===== src/rtl/sdram_port_arbiter.sv =====
// Round-robin, burst-locked arbiter of N_PORTS access queues onto one SDRAM command port; grant costs one IDLE cycle, beats are combinational.
// Backpressure: CMD_ACK_IN gates each beat; read beats stall while the outstanding-read tag FIFO is full.
package SDRAM_PKG;
    typedef logic [15:0] data_t;
    typedef struct packed {
        logic [1:0]  bank;
        logic [12:0] row;
        logic [9:0]  col;
        data_t       wdata;
    } dram_access_t;
endpackage

module sdram_port_arbiter #(
    parameter int N_PORTS        = 4,
    parameter int N_BURSTS       = 8,
    parameter int TAG_DEPTH_LOG2 = 3
) (
    input  logic                                      CLK,
    input  logic                                      RESET_IN,
    input  logic [N_PORTS-1:0]                        PORT_WRITE_IN,
    input  SDRAM_PKG::dram_access_t [N_PORTS-1:0]     PORT_ACS_IN,
    input  logic [N_PORTS-1:0]                        PORT_RCHG_IN,
    input  logic [N_PORTS-1:0]                        PORT_REQ_IN,
    output logic [N_PORTS-1:0]                        PORT_ACK_OUT,
    output SDRAM_PKG::data_t [N_PORTS-1:0]            PORT_DATA_OUT,
    output logic [N_PORTS-1:0]                        PORT_RVALID_OUT,
    output logic                                      CMD_WRITE_OUT,
    output SDRAM_PKG::dram_access_t                   CMD_ACS_OUT,
    output logic                                      CMD_RCHG_OUT,
    output logic                                      CMD_REQ_OUT,
    input  logic                                      CMD_ACK_IN,
    input  SDRAM_PKG::data_t                          RD_DATA_IN,
    input  logic                                      RD_VALID_IN,
    output logic                                      RD_ERR_OUT
);
    localparam int GW    = $clog2(N_PORTS);
    localparam int BW    = (N_BURSTS > 1) ? $clog2(N_BURSTS) : 1;
    localparam int DEPTH = 1 << TAG_DEPTH_LOG2;
    localparam int CW    = TAG_DEPTH_LOG2 + 1;

    typedef enum logic {IDLE, GRANT} state_t;

    state_t          state_q, state_d;
    logic [GW-1:0]   gnt_q, gnt_d;
    logic [GW-1:0]   last_q, last_d;
    logic [BW-1:0]   beat_cnt_q, beat_cnt_d;

    logic [GW-1:0]   tag_mem_q [DEPTH];
    logic [TAG_DEPTH_LOG2-1:0] tag_wr_ptr_q, tag_rd_ptr_q;
    logic [CW-1:0]   tag_cnt_q;

    SDRAM_PKG::data_t [N_PORTS-1:0] rd_data_q;
    logic [N_PORTS-1:0] rvalid_q;
    logic            rd_err_q;

    logic [GW-1:0]   pick;
    logic [GW-1:0]   idx;
    logic            found;
    logic            req_g, wr_g, rchg_g, other_req;
    logic            tag_full, tag_empty;
    logic            rchg_yield, last_beat;
    logic            cmd_req, beat, tag_push, tag_pop;
    logic [GW-1:0]   tag_head;

    // Rotating priority starts just after the most recently released port.
    always_comb begin
        pick  = '0;
        idx   = '0;
        found = 1'b0;
        for (int i = 1; i <= N_PORTS; i++) begin
            idx = GW'((int'(last_q) + i) % N_PORTS);
            if (!found && PORT_REQ_IN[idx]) begin
                pick  = idx;
                found = 1'b1;
            end
        end
    end

    assign req_g      = PORT_REQ_IN[gnt_q];
    assign wr_g       = PORT_WRITE_IN[gnt_q];
    assign rchg_g     = PORT_RCHG_IN[gnt_q];
    assign other_req  = |(PORT_REQ_IN & ~(N_PORTS'(1) << gnt_q));
    assign tag_full   = (tag_cnt_q == CW'(DEPTH));
    assign tag_empty  = (tag_cnt_q == '0);
    assign rchg_yield = req_g & rchg_g & (beat_cnt_q != '0) & other_req;
    assign last_beat  = (beat_cnt_q == BW'(N_BURSTS - 1));
    assign beat       = cmd_req & CMD_ACK_IN;

    // State register
    always_ff @(posedge CLK or posedge RESET_IN) begin
        if (RESET_IN) begin
            state_q    <= IDLE;
            gnt_q      <= '0;
            last_q     <= GW'(N_PORTS - 1);
            beat_cnt_q <= '0;
        end else begin
            state_q    <= state_d;
            gnt_q      <= gnt_d;
            last_q     <= last_d;
            beat_cnt_q <= beat_cnt_d;
        end
    end

    // Next state
    always_comb begin
        state_d    = state_q;
        gnt_d      = gnt_q;
        last_d     = last_q;
        beat_cnt_d = beat_cnt_q;
        case (state_q)
            IDLE: begin
                if (|PORT_REQ_IN) begin
                    gnt_d      = pick;
                    beat_cnt_d = '0;
                    state_d    = GRANT;
                end
            end
            GRANT: begin
                if (beat) begin
                    beat_cnt_d = beat_cnt_q + BW'(1);
                end
                if (!req_g || rchg_yield || (beat && last_beat)) begin
                    state_d = IDLE;
                    last_d  = gnt_q;
                end
            end
            default: state_d = IDLE;
        endcase
    end

    // Outputs
    always_comb begin
        cmd_req      = 1'b0;
        PORT_ACK_OUT = '0;
        if (state_q == GRANT) begin
            cmd_req = req_g & ~(~wr_g & tag_full) & ~rchg_yield;
            PORT_ACK_OUT[gnt_q] = cmd_req & CMD_ACK_IN;
        end
    end

    assign CMD_REQ_OUT   = cmd_req;
    assign CMD_WRITE_OUT = wr_g;
    assign CMD_ACS_OUT   = PORT_ACS_IN[gnt_q];
    assign CMD_RCHG_OUT  = rchg_g;

    // Tags record the issuing port of each read so in-order data can be routed back.
    assign tag_push = beat & ~wr_g;
    assign tag_pop  = RD_VALID_IN & ~tag_empty;
    assign tag_head = tag_mem_q[tag_rd_ptr_q];

    always_ff @(posedge CLK) begin
        if (tag_push) begin
            tag_mem_q[tag_wr_ptr_q] <= gnt_q;
        end
    end

    always_ff @(posedge CLK or posedge RESET_IN) begin
        if (RESET_IN) begin
            tag_wr_ptr_q <= '0;
            tag_rd_ptr_q <= '0;
            tag_cnt_q    <= '0;
        end else begin
            if (tag_push) begin
                tag_wr_ptr_q <= tag_wr_ptr_q + 1'b1;
            end
            if (tag_pop) begin
                tag_rd_ptr_q <= tag_rd_ptr_q + 1'b1;
            end
            tag_cnt_q <= tag_cnt_q + CW'(tag_push) - CW'(tag_pop);
        end
    end

    always_ff @(posedge CLK or posedge RESET_IN) begin
        if (RESET_IN) begin
            rd_data_q <= '0;
            rvalid_q  <= '0;
            rd_err_q  <= 1'b0;
        end else begin
            rvalid_q <= '0;
            if (tag_pop) begin
                rd_data_q[tag_head] <= RD_DATA_IN;
                rvalid_q[tag_head]  <= 1'b1;
            end
            if (RD_VALID_IN && tag_empty) begin
                rd_err_q <= 1'b1;
            end
        end
    end

    assign PORT_DATA_OUT   = rd_data_q;
    assign PORT_RVALID_OUT = rvalid_q;
    assign RD_ERR_OUT      = rd_err_q;
endmodule


===== config.mk =====
export PLATFORM = sky130hd
export DESIGN_NAME = sdram_port_arbiter
export DESIGN_NICKNAME = d
export VERILOG_FILES = /design/src/rtl/sdram_port_arbiter.sv
export SDC_FILE = /design/constraint.sdc
export NUM_CORES = 1
export LEC_CHECK = 0
export ABC_AREA = 0
export CAP_MARGIN = 40
export CORE_AREA = 3 3 120 122
export CTS_BUF_LIST = sky130_fd_sc_hd__clkbuf_2 sky130_fd_sc_hd__clkbuf_4 sky130_fd_sc_hd__clkbuf_8
export CTS_CLUSTER_SIZE = 25
export DETAILED_ROUTE_END_ITERATION = 10
export DIE_AREA = 0 0 123 125
export PLACE_DENSITY = 0.84
export SYNTH_ARGS = -nofsm -noshare
export SYNTH_HDL_FRONTEND = slang
export SYNTH_SLANG_ARGS = --single-unit

===== constraint.sdc =====
create_clock -name CLK -period 7.25 [get_ports CLK]
set_input_delay 1.8125 -clock CLK [delete_from_list [all_inputs] [get_ports CLK]]
set_output_delay 1.8125 -clock CLK [all_outputs]
set_load 0.02 [all_outputs]

# After elaboration in Yosys (flattened, before gate mapping)
# Memory sizes are Yosys's and may differ from the RTL's.
# Index checks and enable logic that the tools add are counted.
# op_classes
n_lt_le_gt_ge,8
bitwise,18
reduce_logical,20
n_mux,41
n_eq_ne,4
n_shift,1
n_addsub,9
# op_table
operator,count
$bmux 41 s2,1
$bwmux 64,1
$mux 41,1
$demux 16 s2,1
$lt 2x3->1 const B,6
$mux 1,17
$mux 16,1
$bmux 1 s2,7
$and 1x1->1,10
$add 3x1->3 const B,3
$and 4x4->4,2
$mux 2,4
$mux 4,2
$reduce_or 4->1,2
$logic_and 1x1->1,7
$mux 3,2
$pmux 3 s2,1
$reduce_and 2->1,3
$not 1->1,5
$add 2x1->2 const B,2
$add 2x2->2 const B,2
$add 4x1->4,1
$demux 1 s2,2
$eq 4x4->1 const B,1
12 further kinds,17
# word_totals
ram_bits,16
input_bits,196
elab_cells,115
mem_count,1
regBits,87
output_inout_bits,117
# memory_table
name,words,width,read_ports,rd_ports_with_merged_regs,wr,line_no,rtl
tag_mem_q,8,2,1,0,1,48,logic [GW-1:0] tag_mem_q [DEPTH];

# Longest topological paths before layout
# depth
word_depth,13
depth_mapped,11
ltp_nobuf,11

# Worst setup path after synthesis
# No wires, ideal clock.
# synth_timing
kind,input port to output port
from,input PORT_RCHG_IN[3]
to,output PORT_ACK_OUT[0]
slack_ps,2040
path_buffers,0
t_arrival_ps,3397
cell_stages,4
required_ps,5438
path_cell_list,mux4_2 nand4_1 nand4_1 nor3_1
# synth_between
elab_chain_cells,10
# synth_lines
item,line_no,rtl
start: declaration,22,"input logic [N_PORTS-1:0] PORT_RCHG_IN,"
$bmux 1 s2,81,assign rchg_g = PORT_RCHG_IN[gnt_q];
$mux 1 (not written as such),81,
$and 1x1->1 (3 in a row),85,assign rchg_yield = req_g & rchg_g & (beat_cnt_q != '0) & other_req;
$not 1->1,136,cmd_req = req_g & ~(~wr_g & tag_full) & ~rchg_yield;
$and 1x1->1,136,
$and 1x1->1,137,PORT_ACK_OUT[gnt_q] = cmd_req & CMD_ACK_IN;
$and 4x4->4 (no line),n/a,
$mux 4,135,if (state_q == GRANT) begin
end: declaration,24,"output logic [N_PORTS-1:0] PORT_ACK_OUT,"
# Every way passes these cells. The select of a mux whose other input is x is not followed.

# Worst setup path in the final report
# layout_timing
from,input PORT_RCHG_IN[3]
to,output PORT_ACK_OUT[3]
# Same word-level chain as after synthesis.

==> results.toml <==
[logic_synthesis]
yosys_warnings = 0
syn_nets = 558
async_flop_share_pct = 84.5
synth_seq_area_share_pct = 49.1
syn-cell-area_um2 = 5420
ys.flop_type = "dfrtp_1"
syn_avg_cell_area_um2 = 15.5
ys_seq_elements = 103
synth-edff-count = 16
ys_types = 45
postSynthCellCount = 350

[floorplanning]
initial_core_util_pct = 40.7
die_h_um = 125
core_area_um2 = 13300
die-area_um2 = 15400
die_w_um = 123
rows = 42
boundaryPins = 313

[global_routing]
overflow = 0
grt_pass1_wl_mm = 31.8
grt_start_max_net_pins = 73
grt_usage_pct = 28.9
antenna_found_initial = 8
grt_pass1_vias = 4802

[worst_setup_path]
path_class = "input pin to output port"
cp-start-kind = "input pin"
crit_arrival_ns = 4.27
cp_data_required_time_ns = 5.44
end_kind = "output port"
cp_max_fo = 7

[detailed_routing]
post_drt_via_cell_ratio = 5.36
drc = 0
drt_wl_total_mm = 22.2
vias = 4573
avgRoutedWirePerCell_um = 26.0
drtIter0Drc = 284
drt.antenna.violating_nets = 0
dr.pass1.iters = 4

[outcome]
run_status = "finished, final reports clean"

[cts]
hold_buffers = 0
path_clk_slew_ns = 0.11
cts.htree.levels = 3
cts_setup_buffers = 0
cts_buffer_depth = 2
cts_buffers = 9
post_cts_resize_count = 0
cts.sinks = 103
cts_tree = "yes"
clk_latency_ns = 0.37
root_buffer = "clkbuf_8"

[power]
power_leakage_nw = 3.56
power_density_nw_per_um2 = 416
peakVddDrop_v = 0.000242

[timing]
slew_violations = 0
skew_ns = 0.0205
post-route-min-period_ns = 6.09
worst_pin_slew_ns = 0.680
clock.fmax_ghz = 0.164
post-route-period-util_pct = 84.0
fin_setup_tns_ns = 0
finalSetupViolations = 0
rsz0062_at_grt = "false"
hold_viol_final = 0
max_slew_margin_pct = 54.7

[finish]
fill_cells = 924
drive_gt1_share_pct = 18.7
layout.nets = 873
utilization_pct = 67.8
final_cell_mix = "clkdlybuf4s50_1, dfrtp_1, mux4_2"
area_delta_synth_final_pct = 66.4
finish.instance_area_um2 = 9010
final_common_cell = "clkdlybuf4s50_1"

[place]
place_congestion = 1.02
dp_hpwl_mm = 18.7
place_area_um2 = 8790
portBuffers = 312

[hold_path]
holdCritPathClass = "flop to flop"

[flow_run]
cap_violations = 0
## final timing paths
path | start | endpoint | slack, ns | depth (start not counted)
worst max-delay path | PORT_RCHG_IN[3] | PORT_ACK_OUT[3] | 1.16 | 6
worst min-delay path | RD_ERR_OUT$_DFFE_PP0P_ | RD_ERR_OUT$_DFFE_PP0P_ | 0.48 | 1
worst max register to register | gnt_q[0]$_DFFE_PP0P_ | tag_cnt_q[2]$_DFF_PP0_ | 4.11 | 10
worst min register to register | RD_ERR_OUT$_DFFE_PP0P_ | RD_ERR_OUT$_DFFE_PP0P_ | 0.48 | 1
max in group asynchronous | RESET_IN | PORT_DATA_OUT[58]$_DFFE_PP0P_ | 4.87 | 4
min in group asynchronous | RESET_IN | tag_cnt_q[1]$_DFF_PP0_ | 1.76 | 3
## cell usage after synthesis (4+ instances only)
cell type	count	area share, %
mux4_2	48	20
nand2_1	11	0.76
mux2_1	27	5.6
ha_1	11	2.5
nand3_1	5	0.46
mux2_2	31	6.4
edfxtp_1	16	8.9
clkbuf_1	4	0.28
nor2_1	7	0.49
buf_6	4	0.83
inv_1	19	1.3
nor3_1	7	0.65
xnor2_1	5	0.81
mux2i_1	5	0.92
buf_2	5	0.46
nand2b_1	9	1.0
dfrtp_1	85	39
mux2_4	9	2.5
## sequential cells by signal, summed over array words and instances, names as in the netlist
| signal | count |
|---|---|
| RD_ERR_OUT | 1 |
| state_q | 1 |
| gnt_q | 2 |
| tag_mem_q | 16 |
| tag_wr_ptr_q | 3 |
| PORT_RVALID_OUT | 4 |
| tag_rd_ptr_q | 3 |
| beat_cnt_q | 3 |
| tag_cnt_q | 4 |
| last_q | 2 |
| PORT_DATA_OUT | 64 |
## final cells by class
| cell class | instances | area (um2) | share of cell area, % |
|---|---|---|---|
| diodes | 7 | 17.5 | 0.194 |
| clock buffers | 9 | 124 | 1.37 |
| clock inverters | 7 | 80.1 | 0.889 |
| inverters | 19 | 72.6 | 0.805 |
| multi-input cells | 211 | 2580 | 28.7 |
| flip-flops and latches | 103 | 2670 | 29.6 |
| well taps | 176 | 220 | 2.44 |
| repair buffers | 321 | 3250 | 36.1 |
## per-layer routing
| metal | up-vias | track usage [%] | wire [um] |
|---|---|---|---|
| met3 | 23 | 10.8 | 2410 |
| met2 | 252 | 46.3 | 10800 |
| met5 | - | 0 | 13 |
| li1 | 1979 | - | - |
| met4 | 2 | 8.79 | 353 |
| met1 | 2317 | 36.7 | 8630 |
## stage by stage
stage	instances	hold slack [ns]	worst slack, ns	total power, mW
floorplan	350	0.459	2.04	2.34
global placement	824	0.470	1.27	3.30
detailed placement	830	0.465	1.21	3.40
CTS	846	0.490	1.22	3.78
global route	853	0.513	1.06	3.96
finish	853	0.484	1.16	3.75
## logic make-up after synthesis
| group | share of synthesized area [%] |
|---|---|
| muxes | 35.4 |
| DFF | 49.1 |
| and+or+nand+nor | 5.10 |
| buffers and inverters | 3.23 |
| AOI/OAI and AO/OA | 3.26 |
| adders and majority gates | 2.91 |
| xor gates and xnor gates | 0.970 |
## critical path: stages
cell             delay (ns)
clkdlybuf4s50_1        0.40
mux4_2                 0.48
nand4_1                0.25
nand4_1                0.38
nor3_1                 0.29
clkdlybuf4s50_1        0.65
## where the power goes
group          total [mW]  internal (mW)  switching [mW]
Clock               0.373          0.164           0.209
Combinational        2.36           1.24            1.12
Sequential           1.02          0.856           0.166
Note: power is estimated with default switching activity, not from simulation.
